### src/rtl/mc_ctrl_pkg.sv
// Shared constants for the multicycle controller: state encodings, opcodes
// and the ALU function codes the controller drives for PC/SP stepping.
package mc_ctrl_pkg;

    typedef enum logic [4:0] {
        ST_F0    = 5'd0,
        ST_F1    = 5'd1,
        ST_F2    = 5'd2,
        ST_DEC   = 5'd3,
        ST_ALU   = 5'd4,
        ST_LDA   = 5'd5,
        ST_LDM   = 5'd6,
        ST_LDW   = 5'd7,
        ST_STA   = 5'd8,
        ST_STM   = 5'd9,
        ST_BR    = 5'd10,
        ST_PUSH0 = 5'd11,
        ST_PUSH1 = 5'd12,
        ST_POP0  = 5'd13,
        ST_POP1  = 5'd14,
        ST_CALL  = 5'd15,
        ST_RET   = 5'd16,
        ST_HALT  = 5'd31
    } state_t;

    localparam logic [3:0] OP_ALU  = 4'd0;
    localparam logic [3:0] OP_LDA  = 4'd1;
    localparam logic [3:0] OP_STA  = 4'd2;
    localparam logic [3:0] OP_BRZ  = 4'd3;
    localparam logic [3:0] OP_BRNZ = 4'd4;
    localparam logic [3:0] OP_BR   = 4'd5;
    localparam logic [3:0] OP_PUSH = 4'd6;
    localparam logic [3:0] OP_POP  = 4'd7;
    localparam logic [3:0] OP_CALL = 4'd8;
    localparam logic [3:0] OP_RET  = 4'd9;
    localparam logic [3:0] OP_HALT = 4'd15;

    // Sign-extended to the ALU select width: increment is all-ones, decrement ...110.
    localparam logic [2:0] FN_INC = 3'b111;
    localparam logic [2:0] FN_DEC = 3'b110;

endpackage

### src/rtl/mc_ctrl_decode.sv
// Moore output decode for the multicycle controller. Only the memory-wait
// load strobes and the POP/RET completion actions look at mem_ready.
module mc_ctrl_decode
    import mc_ctrl_pkg::*;
#(
    parameter int IR_W  = 16,
    parameter int OPC_W = 4,
    parameter int FN_W  = 3
) (
    input  logic [4:0]      state,
    input  logic [IR_W-1:0] IR,
    input  logic            z,
    input  logic            mem_ready,
    output logic [FN_W-1:0] fnSel,
    output logic            ldMAR,
    output logic            ldIR,
    output logic            ldPC,
    output logic            ldSP,
    output logic            ldMDR,
    output logic            ldReg,
    output logic            ldRegBank,
    output logic            TReg,
    output logic            TRegBank,
    output logic            TSP,
    output logic            TMAR,
    output logic            TPC,
    output logic            TMDR,
    output logic            TLabel,
    output logic            MemRead,
    output logic            MemWrite,
    output logic            IRWrite,
    output logic            halted
);

    state_t           st;
    logic [OPC_W-1:0] opc;
    logic             br_taken;
    logic             ir_unused;

    assign st        = state_t'(state);
    assign opc       = IR[IR_W-1 -: OPC_W];
    assign ir_unused = ^IR;
    assign br_taken  = (opc == OPC_W'(OP_BR))
                    || ((opc == OPC_W'(OP_BRZ))  &&  z)
                    || ((opc == OPC_W'(OP_BRNZ)) && !z);

    always_comb begin
        fnSel     = '0;
        ldMAR     = 1'b0;
        ldIR      = 1'b0;
        ldPC      = 1'b0;
        ldSP      = 1'b0;
        ldMDR     = 1'b0;
        ldReg     = 1'b0;
        ldRegBank = 1'b0;
        TReg      = 1'b0;
        TRegBank  = 1'b0;
        TSP       = 1'b0;
        TMAR      = 1'b0;
        TPC       = 1'b0;
        TMDR      = 1'b0;
        TLabel    = 1'b0;
        MemRead   = 1'b0;
        MemWrite  = 1'b0;
        IRWrite   = 1'b0;
        halted    = 1'b0;
        case (st)
            ST_F0: begin
                TPC   = 1'b1;
                ldMAR = 1'b1;
            end
            ST_F1: begin
                MemRead = 1'b1;
                IRWrite = 1'b1;
                ldIR    = mem_ready;
            end
            ST_F2: begin
                TPC   = 1'b1;
                ldPC  = 1'b1;
                fnSel = FN_W'($signed(FN_INC));
            end
            ST_ALU: begin
                fnSel     = IR[FN_W-1:0];
                TRegBank  = 1'b1;
                ldReg     = 1'b1;
                ldRegBank = 1'b1;
            end
            ST_LDA, ST_POP0: begin
                TReg  = (st == ST_LDA);
                TSP   = (st == ST_POP0);
                ldMAR = 1'b1;
            end
            ST_LDM: begin
                MemRead = 1'b1;
                ldMDR   = mem_ready;
            end
            ST_LDW: begin
                TMDR      = 1'b1;
                ldRegBank = 1'b1;
            end
            ST_STA: begin
                TReg  = 1'b1;
                ldMAR = 1'b1;
                ldMDR = 1'b1;
            end
            ST_STM: MemWrite = 1'b1;
            ST_BR: begin
                TLabel = br_taken;
                ldPC   = br_taken;
            end
            ST_PUSH0: begin
                TSP   = 1'b1;
                ldMAR = 1'b1;
                ldSP  = 1'b1;
                fnSel = FN_W'($signed(FN_DEC));
            end
            // CALL pushes the return PC through the same two push cycles.
            ST_PUSH1: begin
                TPC      = (opc == OPC_W'(OP_CALL));
                TRegBank = (opc != OPC_W'(OP_CALL));
                ldMDR    = mem_ready;
                MemWrite = 1'b1;
            end
            // RET only captures the popped word here; RET moves it into PC.
            ST_POP1: begin
                MemRead = 1'b1;
                ldMDR   = mem_ready;
                if (mem_ready) begin
                    ldSP      = 1'b1;
                    fnSel     = FN_W'($signed(FN_INC));
                    TMDR      = (opc != OPC_W'(OP_RET));
                    ldRegBank = (opc != OPC_W'(OP_RET));
                end
            end
            ST_CALL: begin
                TLabel = 1'b1;
                ldPC   = 1'b1;
            end
            ST_RET: begin
                TMDR = 1'b1;
                ldPC = 1'b1;
            end
            ST_HALT: halted = 1'b1;
            default: ;
        endcase
    end

endmodule

### src/rtl/multicycle_controller.sv
// Multicycle CPU controller: state register, next-state logic and sticky
// illegal-opcode flag. Define MEM_WAIT_EN to stall memory states on mem_ready.
module multicycle_controller
    import mc_ctrl_pkg::*;
#(
    parameter int IR_W  = 16,
    parameter int OPC_W = 4,
    parameter int FN_W  = 3
) (
    input  logic            Clk,
    input  logic            Reset,
    input  logic [IR_W-1:0] IR,
    input  logic            z,
    input  logic            mem_ready,
    output logic [FN_W-1:0] fnSel,
    output logic            ldMAR,
    output logic            ldIR,
    output logic            ldPC,
    output logic            ldSP,
    output logic            ldMDR,
    output logic            ldReg,
    output logic            ldRegBank,
    output logic            TReg,
    output logic            TRegBank,
    output logic            TSP,
    output logic            TMAR,
    output logic            TPC,
    output logic            TMDR,
    output logic            TLabel,
    output logic            MemRead,
    output logic            MemWrite,
    output logic            IRWrite,
    output logic [4:0]      state,
    output logic            halted,
    output logic            illegal
);

    state_t           st_q;
    state_t           st_d;
    logic [OPC_W-1:0] opc;
    logic             mem_ok;
    logic             ill_op;

`ifdef MEM_WAIT_EN
    assign mem_ok = mem_ready;
`else
    logic mem_unused;
    assign mem_ok     = 1'b1;
    assign mem_unused = mem_ready;
`endif

    assign opc   = IR[IR_W-1 -: OPC_W];
    assign state = st_q;

    always_ff @(posedge Clk or negedge Reset) begin
        if (!Reset) st_q <= ST_F0;
        else        st_q <= st_d;
    end

    always_comb begin
        st_d   = st_q;
        ill_op = 1'b0;
        case (st_q)
            ST_F0:    st_d = ST_F1;
            ST_F1:    st_d = mem_ok ? ST_F2 : ST_F1;
            ST_F2:    st_d = ST_DEC;
            ST_DEC: begin
                case (opc)
                    OPC_W'(OP_ALU):  st_d = ST_ALU;
                    OPC_W'(OP_LDA):  st_d = ST_LDA;
                    OPC_W'(OP_STA):  st_d = ST_STA;
                    OPC_W'(OP_BRZ),
                    OPC_W'(OP_BRNZ),
                    OPC_W'(OP_BR):   st_d = ST_BR;
                    OPC_W'(OP_PUSH),
                    OPC_W'(OP_CALL): st_d = ST_PUSH0;
                    OPC_W'(OP_POP),
                    OPC_W'(OP_RET):  st_d = ST_POP0;
                    OPC_W'(OP_HALT): st_d = ST_HALT;
                    default: begin
                        st_d   = ST_HALT;
                        ill_op = 1'b1;
                    end
                endcase
            end
            ST_ALU:   st_d = ST_F0;
            ST_LDA:   st_d = ST_LDM;
            ST_LDM:   st_d = mem_ok ? ST_LDW : ST_LDM;
            ST_LDW:   st_d = ST_F0;
            ST_STA:   st_d = ST_STM;
            ST_STM:   st_d = mem_ok ? ST_F0 : ST_STM;
            ST_BR:    st_d = ST_F0;
            ST_PUSH0: st_d = ST_PUSH1;
            ST_PUSH1: begin
                if (mem_ok) st_d = (opc == OPC_W'(OP_CALL)) ? ST_CALL : ST_F0;
            end
            ST_POP0:  st_d = ST_POP1;
            ST_POP1: begin
                if (mem_ok) st_d = (opc == OPC_W'(OP_RET)) ? ST_RET : ST_F0;
            end
            ST_CALL:  st_d = ST_F0;
            ST_RET:   st_d = ST_F0;
            ST_HALT:  st_d = ST_HALT;
            default:  st_d = ST_F0;
        endcase
    end

    always_ff @(posedge Clk or negedge Reset) begin
        if (!Reset)      illegal <= 1'b0;
        else if (ill_op) illegal <= 1'b1;
    end

    mc_ctrl_decode #(
        .IR_W  (IR_W),
        .OPC_W (OPC_W),
        .FN_W  (FN_W)
    ) u_decode (
        .state     (st_q),
        .IR        (IR),
        .z         (z),
        .mem_ready (mem_ok),
        .fnSel     (fnSel),
        .ldMAR     (ldMAR),
        .ldIR      (ldIR),
        .ldPC      (ldPC),
        .ldSP      (ldSP),
        .ldMDR     (ldMDR),
        .ldReg     (ldReg),
        .ldRegBank (ldRegBank),
        .TReg      (TReg),
        .TRegBank  (TRegBank),
        .TSP       (TSP),
        .TMAR      (TMAR),
        .TPC       (TPC),
        .TMDR      (TMDR),
        .TLabel    (TLabel),
        .MemRead   (MemRead),
        .MemWrite  (MemWrite),
        .IRWrite   (IRWrite),
        .halted    (halted)
    );

endmodule

### config.mk
export PLATFORM = sky130hd
export DESIGN_NAME = multicycle_controller
export DESIGN_NICKNAME = d
export VERILOG_FILES = /design/src/rtl/mc_ctrl_pkg.sv /design/src/rtl/mc_ctrl_decode.sv /design/src/rtl/multicycle_controller.sv
export SDC_FILE = /design/constraint.sdc
export NUM_CORES = 1
export LEC_CHECK = 0
export CORE_MARGIN = 2
export CORE_UTILIZATION = 41
export CTS_BUF_LIST = sky130_fd_sc_hd__clkbuf_8
export CTS_CLUSTER_SIZE = 40
export DETAILED_ROUTE_END_ITERATION = 12
export MAX_ROUTING_LAYER = met4
export PLACE_DENSITY = 0.87
export SETUP_SLACK_MARGIN = 0.5
export SLEW_MARGIN = 20
export SYNTH_ARGS = -nofsm -noshare
export SYNTH_HDL_FRONTEND = slang
export SYNTH_SLANG_ARGS = --single-unit
### constraint.sdc
create_clock -name Clk -period 2.3 [get_ports Clk]
set_input_delay 0.69 -clock Clk [delete_from_list [all_inputs] [get_ports Clk]]
set_output_delay 0.69 -clock Clk [all_outputs]
set_load 0.01 [all_outputs]
==> flow_metrics.env, run 1 <==
export IMPL_placed_area_sq_mm=0.00167
export IMPL_synthCells=133
export IMPL_start_util_pct=42.5
export IMPL_synth_cell_types=45
export IMPL_clock_sinks=6
export IMPL_cts_buffers_inserted=3
export IMPL_synth_top_area_share_pct=16.3
export IMPL_grt_max_degree=14
export IMPL_synth_seq_cells=6
export IMPL_fp_dieH_um=51.4
export IMPL_place_gp_congestion=0.906
export IMPL_async_reset_ff_share_pct=100
export IMPL_post_dp_hpwl_um=2680
export IMPL_synth_area_sq_um=922
export IMPL_yosysTopAreaCell="dfrtp_1"
export IMPL_synth_edf_count=0
export IMPL_rows=17
export IMPL_synth_top_flop_cell="dfrtp_1"
export IMPL_status="did not finish"
export IMPL_die_w_um=51.4
export IMPL_dp_cells=221
export IMPL_synth_nets=153
export IMPL_synth_area_leaders="dfrtp_1 (16%), buf_2 (6.0%), nor2_1 (5.3%), a21oi_1 (4.9%), nand2_1 (4.1%)"
export IMPL_cts_hold_buf=0
export IMPL_crit_endpoint="ldPC"
export IMPL_cts_path_max_buffers=2
export IMPL_worst_path_end_type="primary output"
export IMPL_htreeDepth=1
export IMPL_stop_error="[ERROR DPL-0038] Utilization greater than 100%, impossible to legalize"
export IMPL_portBuffers=35
export IMPL_yosys_warnings=0
export IMPL_clockRootBuffer="clkbuf_8"
export IMPL_syn_avg_cell_area_sq_um=6.93
export IMPL_ios=47
export IMPL_synth_seq_area_share_pct=16.3
export IMPL_haltStage="global routing"
synth_stat cells (3+ instances only):
cell type,n
a21o_1,3
a21oi_1,9
a32oi_1,3
and2_1,5
buf_2,11
buf_4,3
clkbuf_1,3
dfrtp_1,6
nand2_1,10
nand2b_1,4
nand3_1,5
nor2_1,13
nor2b_1,5
nor3_1,6
o21ai_1,5
or2_1,3
xnor2_1,4
per-stage QoR:
| stage | hold WS [ps] | worst slack [ps] |
|---|---|---|
| floorplan | 394 | -29.7 |
| global placement | 446 | -951 |
| detailed placement | 448 | -1080 |
| CTS | 458 | -292 |
cells by family after synthesis:
logic type | share of synthesized area (%)
and+or+nand+nor | 34.3
AOI/OAI and AO/OA | 30.7
buffers and inverters | 10.9
DFF | 16.3
xor gates and xnor gates | 3.80
muxes | 3.66
other | 0.407
what timing repair did:
item | 4_1_cts
resized for setup | 185
setup buffers | 26
endpoints found under the setup margin | 31
pin swaps | 28
==> run 2, diff against run 1 <==
==> config.mk (replaced) <==
export PLATFORM = sky130hd
export DESIGN_NAME = multicycle_controller
export DESIGN_NICKNAME = d
export VERILOG_FILES = /design/src/rtl/mc_ctrl_pkg.sv /design/src/rtl/mc_ctrl_decode.sv /design/src/rtl/multicycle_controller.sv
export SDC_FILE = /design/constraint.sdc
export NUM_CORES = 1
export LEC_CHECK = 0
export CORE_AREA = 2 2 63 65
export DETAILED_ROUTE_END_ITERATION = 12
export DIE_AREA = 0 0 65 67
export PLACE_DENSITY_LB_ADDON = 0.15
export SLEW_MARGIN = 20
export SYNTH_ARGS = -nofsm -noshare
export SYNTH_HDL_FRONTEND = slang
export SYNTH_SLANG_ARGS = --single-unit
==> flow_metrics.env, run 2 <==
export IMPL_antenna_cells=0
export IMPL_synth_top_area_share_pct=16.3
export IMPL_cts_path_max_buffers=2
export IMPL_cts_tree="done"
export IMPL_fillers=367
export IMPL_max_freq_mhz=400
export IMPL_coreArea_sq_mm=0.00361
export IMPL_total_power_mw=2.19
export IMPL_startpoint="z"
export IMPL_violations="negative setup slack"
export IMPL_clock_sinks=6
export IMPL_hold_worst_slack_ps=453
export IMPL_hold_path_class="reg -> reg"
export IMPL_leakage_nw=0.907
export IMPL_switchingPower_uw=936
export IMPL_drtIter0Drc=41
export IMPL_cts_buffers_inserted=3
export IMPL_r2r_start="state[1]"
export IMPL_yosys_top_cells_count="nor2_1 (13), buf_2 (11), nand2_1 (10)"
export IMPL_wl_per_cell_um=13.6
export IMPL_routed_via_count=1310
export IMPL_critPathMaxFanout=2
export IMPL_finalCritPeriodShare_pct=109
export IMPL_p_int_mw=1.25
export IMPL_dr_pass1_iters=4
export IMPL_synth_seq_cells=6
export IMPL_regArea_sq_um=155
export IMPL_placed_area_sq_mm=0.00159
export IMPL_synth_cell_types=45
export IMPL_ios=47
export IMPL_largest_reg_flops=5
export IMPL_powerDensity_mw_per_mm2=1150
export IMPL_drive_gt1_share_pct=53.9
export IMPL_critPathKind="in -> out"
export IMPL_required_ps=1610
export IMPL_viasPerCell=4.91
export IMPL_period_minus_slack_ps=2500
export IMPL_yosys_warnings=0
export IMPL_final_cell_mix="buf_4 (55), buf_6 (11), buf_2 (11)"
export IMPL_pre_cts_ws_ps=-984
export IMPL_sw_frac_of_total_pct=42.8
export IMPL_synthMostInstantiatedCell="nor2_1"
export IMPL_grt_first_pass_wirelength_um=5890
export IMPL_portBuffers=35
export IMPL_dp_cells=244
export IMPL_ir_drop_uv=585
export IMPL_start_util_pct=25.6
export IMPL_layout_commonest_cell="buf_4"
export IMPL_finalHoldViolCount=0
export IMPL_drt_wl_total_um=3620
export IMPL_clk_pin_slew_ps=30
export IMPL_async_reset_ff_share_pct=100
export IMPL_die_w_um=65
export IMPL_grt_pass1_vias=1303
export IMPL_post_dp_hpwl_um=2640
export IMPL_pwr_share_seq_pct=9.4
export IMPL_critPathArrivalTime_ps=1810
export IMPL_antenna_found_initial=0
export IMPL_synth_area_sq_um=922
export IMPL_synth_area_leaders="dfrtp_1 (16%), buf_2 (6.0%), nor2_1 (5.3%), a21oi_1 (4.9%), nand2_1 (4.1%)"
export IMPL_synth_top_flop_cell="dfrtp_1"
export IMPL_fp_dieH_um=67
export IMPL_layoutNonFillerInstCount=267
export IMPL_finalSetupViolations=4
export IMPL_combPwrFrac_pct=83.7
export IMPL_cts_hold_buf=0
export IMPL_die_area_sq_mm=0.00436
export IMPL_synth_seq_area_share_pct=16.3
export IMPL_synthCells=133
export IMPL_end_kind="primary output"
export IMPL_finalWorstSetupSlack_ps=-201
export IMPL_grt_max_degree=16
export IMPL_yosysTopAreaCell="dfrtp_1"
export IMPL_antenna_left=0
export IMPL_place_gp_congestion=0.844
export IMPL_rsz0062_at_grt="true"
export IMPL_rows=22
export IMPL_worst_clock_skew_ps=1.91
export IMPL_htreeDepth=1
export IMPL_slew_violations=0
export IMPL_stdcell_area_sq_mm=0.00190
export IMPL_clockRootBuffer="clkbuf_8"
export IMPL_clockPowerShare_pct=7.0
export IMPL_start_kind="input pin"
export IMPL_synth_edf_count=0
export IMPL_clk_latency_ps=220
export IMPL_syn_avg_cell_area_sq_um=6.93
export IMPL_area_delta_synth_final_pct=106
export IMPL_status="complete, but fails checks"
export IMPL_drv_cap=0
export IMPL_drc_errors=0
export IMPL_overflow=0
export IMPL_hp_start="illegal"
export IMPL_synth_nets=153
export IMPL_multi_input_area_sq_um=800
export IMPL_globalRouteTotalUtil_pct=17.0
export IMPL_finalNetCount=241
[run 2: cell counts after synthesis]
Identical to the previous run, type by type.
[run 2: stage by stage]
| step | setup TNS, ps | utilization [%] |
|---|---|---|
| final | -441 | 52.6 |
| after global placement | -6660 | 44.2 |
| after detailed placement | -7070 | 44.2 |
| after CTS | -462 | 49.5 |
| after floorplan | -44.5 | - |
| after global routing | -774 | 52.6 |
[run 2: path summary, 6_finish.rpt]
check                                end  slack, ps  depth (start not counted)
worst max-delay path                ldPC       -200                          6
worst min-delay path             illegal        450                          1
worst max register to register  state[3]        740                          6
worst min register to register   illegal        450                          1
max in group asynchronous       state[1]       1380                          1
min in group asynchronous       state[0]        700                          1
[run 2: per-layer routing]
metal | part of all wire [%] | GRT usage [%]
met2 | 49 | 30.0
met4 | 0 | 3.19
met5 | 0 | 0
met1 | 47 | 22.6
met3 | 3.7 | 1.52
[run 2: critical path, stage by stage]
cell     delay [ps]
buf_6            90
or3b_4          390
a31oi_4         210
a21oi_2          80
o31ai_2         180
buf_2           160
[run 2: layout make-up]
class,instances,share of cell area [%]
tap,48,3.16
timing repair buffer,100,43.8
sequential,6,8.17
inverter,3,0.593
multi-input combinational,107,42.1
clock buffer,3,2.18
[run 2: timing repair]
| action | in CTS | in global routing |
|---|---|---|
| setup buffers | 14 | 6 |
| pin swaps | 15 | 14 |
| endpoints found under the setup margin | 20 | 17 |
| resized for setup | 98 | 27 |
[run 2: kinds of logic (layout without fill, tap and decap cells)]
family | after synthesis | count (layout) | synth area share [%]
AND/OR/NAND/NOR | 60 | 60 | 34.3
AO/OA/AOI/OAI | 39 | 39 | 30.7
buffers and inverters | 20 | 106 | 10.9
flip-flops | 6 | 6 | 16.3
XOR/XNOR | 4 | 4 | 3.80
multiplexers | 3 | 3 | 3.66
other | 1 | 1 | 0.407
[run 2: power groups by stage]
stage	sequential (mW)	combinational [mW]	clock [mW]
5_1_grt	0.209	1.98	0.167
3_5_place_dp	0.224	1.58	0
3_3_place_gp	0.223	1.57	0
6_report	0.205	1.83	0.153
4_1_cts	0.208	1.67	0.160
2_1_floorplan	0.197	0.779	0
Note: power is estimated with default switching activity, not from simulation.
==> run 3, diff against run 2 <==
--- a/config.mk
+++ b/config.mk
@@ -9,6 +9,7 @@
 export DETAILED_ROUTE_END_ITERATION = 12
 export DIE_AREA = 0 0 65 67
 export PLACE_DENSITY_LB_ADDON = 0.15
+export SKIP_LAST_GASP = 1
 export SLEW_MARGIN = 20
 export SYNTH_ARGS = -nofsm -noshare
 export SYNTH_HDL_FRONTEND = slang
==> flow_metrics.env, run 3 (synthesized netlist as in run 2, its figures left out) <==
export IMPL_post_dp_hpwl_um=2640
export IMPL_wl_per_cell_um=13.5
export IMPL_startpoint="z"
export IMPL_powerDensity_mw_per_mm2=1160
export IMPL_drtIter0Drc=71
export IMPL_drt_wl_total_um=3590
export IMPL_finalCritPeriodShare_pct=109
export IMPL_ios=47
export IMPL_area_delta_synth_final_pct=104
export IMPL_ir_drop_uv=569
export IMPL_grt_max_degree=16
export IMPL_leakage_nw=0.899
export IMPL_overflow=0
export IMPL_hp_start="illegal"
export IMPL_globalRouteTotalUtil_pct=17.1
export IMPL_drc_errors=0
export IMPL_ff2ff_setup_slack_ps=740
export IMPL_hold_worst_slack_ps=453
export IMPL_htreeDepth=1
export IMPL_finalSetupViolations=4
export IMPL_violations="negative setup slack"
export IMPL_total_power_mw=2.18
export IMPL_viasPerCell=4.98
export IMPL_start_util_pct=25.6
export IMPL_antenna_found_initial=0
export IMPL_rsz0062_at_grt="true"
export IMPL_routed_via_count=1325
export IMPL_rows=22
export IMPL_clock_sinks=6
export IMPL_r2r_start="state[1]"
export IMPL_dr_pass1_iters=4
export IMPL_layout_commonest_cell="buf_4"
export IMPL_period_minus_slack_ps=2520
export IMPL_cts_tree="done"
export IMPL_finalNetCount=240
export IMPL_cts_hold_buf=0
export IMPL_cp_endpoint="ldPC"
export IMPL_required_ps=1610
export IMPL_critPathMaxFanout=2
export IMPL_final_cell_mix="buf_4 (55), buf_2 (11), buf_6 (10)"
export IMPL_end_kind="primary output"
export IMPL_timing_rr_end="state[3]"
export IMPL_drv_cap=0
export IMPL_largest_reg_flops=5
export IMPL_cts_path_max_buffers=2
export IMPL_worstPathCellList="buf_6, or3b_4, a31oi_4, a21oi_2, o31ai_2, buf_2"
export IMPL_die_area_sq_mm=0.00436
export IMPL_die_w_um=65
export IMPL_worst_clock_skew_ps=1.83
export IMPL_coreArea_sq_mm=0.00361
export IMPL_antenna_cells=0
export IMPL_slowest_delay_ps=400
export IMPL_clk_pin_slew_ps=30
export IMPL_critPathArrivalTime_ps=1830
export IMPL_fp_dieH_um=67
export IMPL_antenna_left=0
export IMPL_cts_buffers_inserted=3
export IMPL_pre_cts_ws_ps=-984
export IMPL_rr_worst_depth=6
export IMPL_grt_first_pass_wirelength_um=5900
export IMPL_critPathKind="in -> out"
export IMPL_place_gp_congestion=0.844
export IMPL_status="complete, but fails checks"
export IMPL_portBuffers=35
export IMPL_finalWorstSetupSlack_ps=-216
export IMPL_layoutNonFillerInstCount=266
export IMPL_drive_gt1_share_pct=53.7
export IMPL_clk_latency_ps=220
export IMPL_max_freq_mhz=397
export IMPL_grt_pass1_vias=1295
export IMPL_slew_violations=0
export IMPL_start_kind="input pin"
export IMPL_dp_cells=244
export IMPL_hold_path_class="reg -> reg"
export IMPL_cp_slowest_cell="or3b_4"
export IMPL_clockRootBuffer="clkbuf_8"
export IMPL_finalHoldViolCount=0
==> run 3: power breakdown <==
group          switching (mW)  leakage, nW  internal [mW]
combinational           0.838        0.809          0.980
sequential             0.0517       0.0680          0.153
clock                  0.0408       0.0216          0.112
==> run 3: area by class of cell <==
| type | instances | area, sq um |
|---|---|---|
| repair buffers | 99 | 820 |
| fillers | 369 | 1720 |
| clock buffers | 3 | 41.3 |
| inverters | 3 | 11.3 |
| multi-input cells | 107 | 795 |
| well taps | 48 | 60.1 |
| flip-flops and latches | 6 | 155 |
==> run 3: how the worst min path moves through the flow <==
stage          depth (start not counted)  endpoint
2_1_floorplan                          0   illegal
3_3_place_gp                           1   illegal
3_5_place_dp                           1   illegal
4_1_cts                                1   illegal
5_1_grt                                1   illegal
6_report                               1   illegal
==> run 3: worst max-delay path, delay by kind of cell <==
kind | cells | cell delay [ps]
buf+inv | 2 | 250
compound gates | 3 | 480
simple gates | 1 | 400
==> run 3: through the flow <==
| stage | area [sq um] | TNS [ps] | utilization, % |
|---|---|---|---|
| floorplan | 930 | -44.5 | - |
| global placement | 1590 | -6660 | 44.2 |
| detailed placement | 1590 | -7070 | 44.2 |
| CTS | 1780 | -515 | 49.4 |
| global route | 1880 | -849 | 52.2 |
| finish | 1880 | -464 | 52.2 |
==> run 3: what timing repair did <==
item | 4_1_cts | 5_1_grt
setup endpoints to repair | 20 | 17
setup buffers | 14 | 5
endpoints found under the hold margin | 0 | 0
resized for setup | 94 | 29
pin swaps | 15 | 14
==> run 3: per-layer routing <==
layer / share of wire [%] / vias up / track usage [%]
met1: 45 / 638 / 22.9
met3: 5.7 / 0 / 1.18
met4: 0 / 0 / 3.19
met2: 49 / 41 / 30.3
li1: - / 646 / -
met5: 0 / - / 0
==> run 4, diff against run 3 <==
--- a/config.mk
+++ b/config.mk
@@ -5,7 +5,9 @@
 export SDC_FILE = /design/constraint.sdc
 export NUM_CORES = 1
 export LEC_CHECK = 0
+export CAP_MARGIN = 0
 export CORE_AREA = 2 2 63 65
+export CTS_CLUSTER_SIZE = 40
 export DETAILED_ROUTE_END_ITERATION = 12
 export DIE_AREA = 0 0 65 67
 export PLACE_DENSITY_LB_ADDON = 0.15
==> results of run 4 <==
No change in the layout: final DEF, timing and power equal those of run 3.
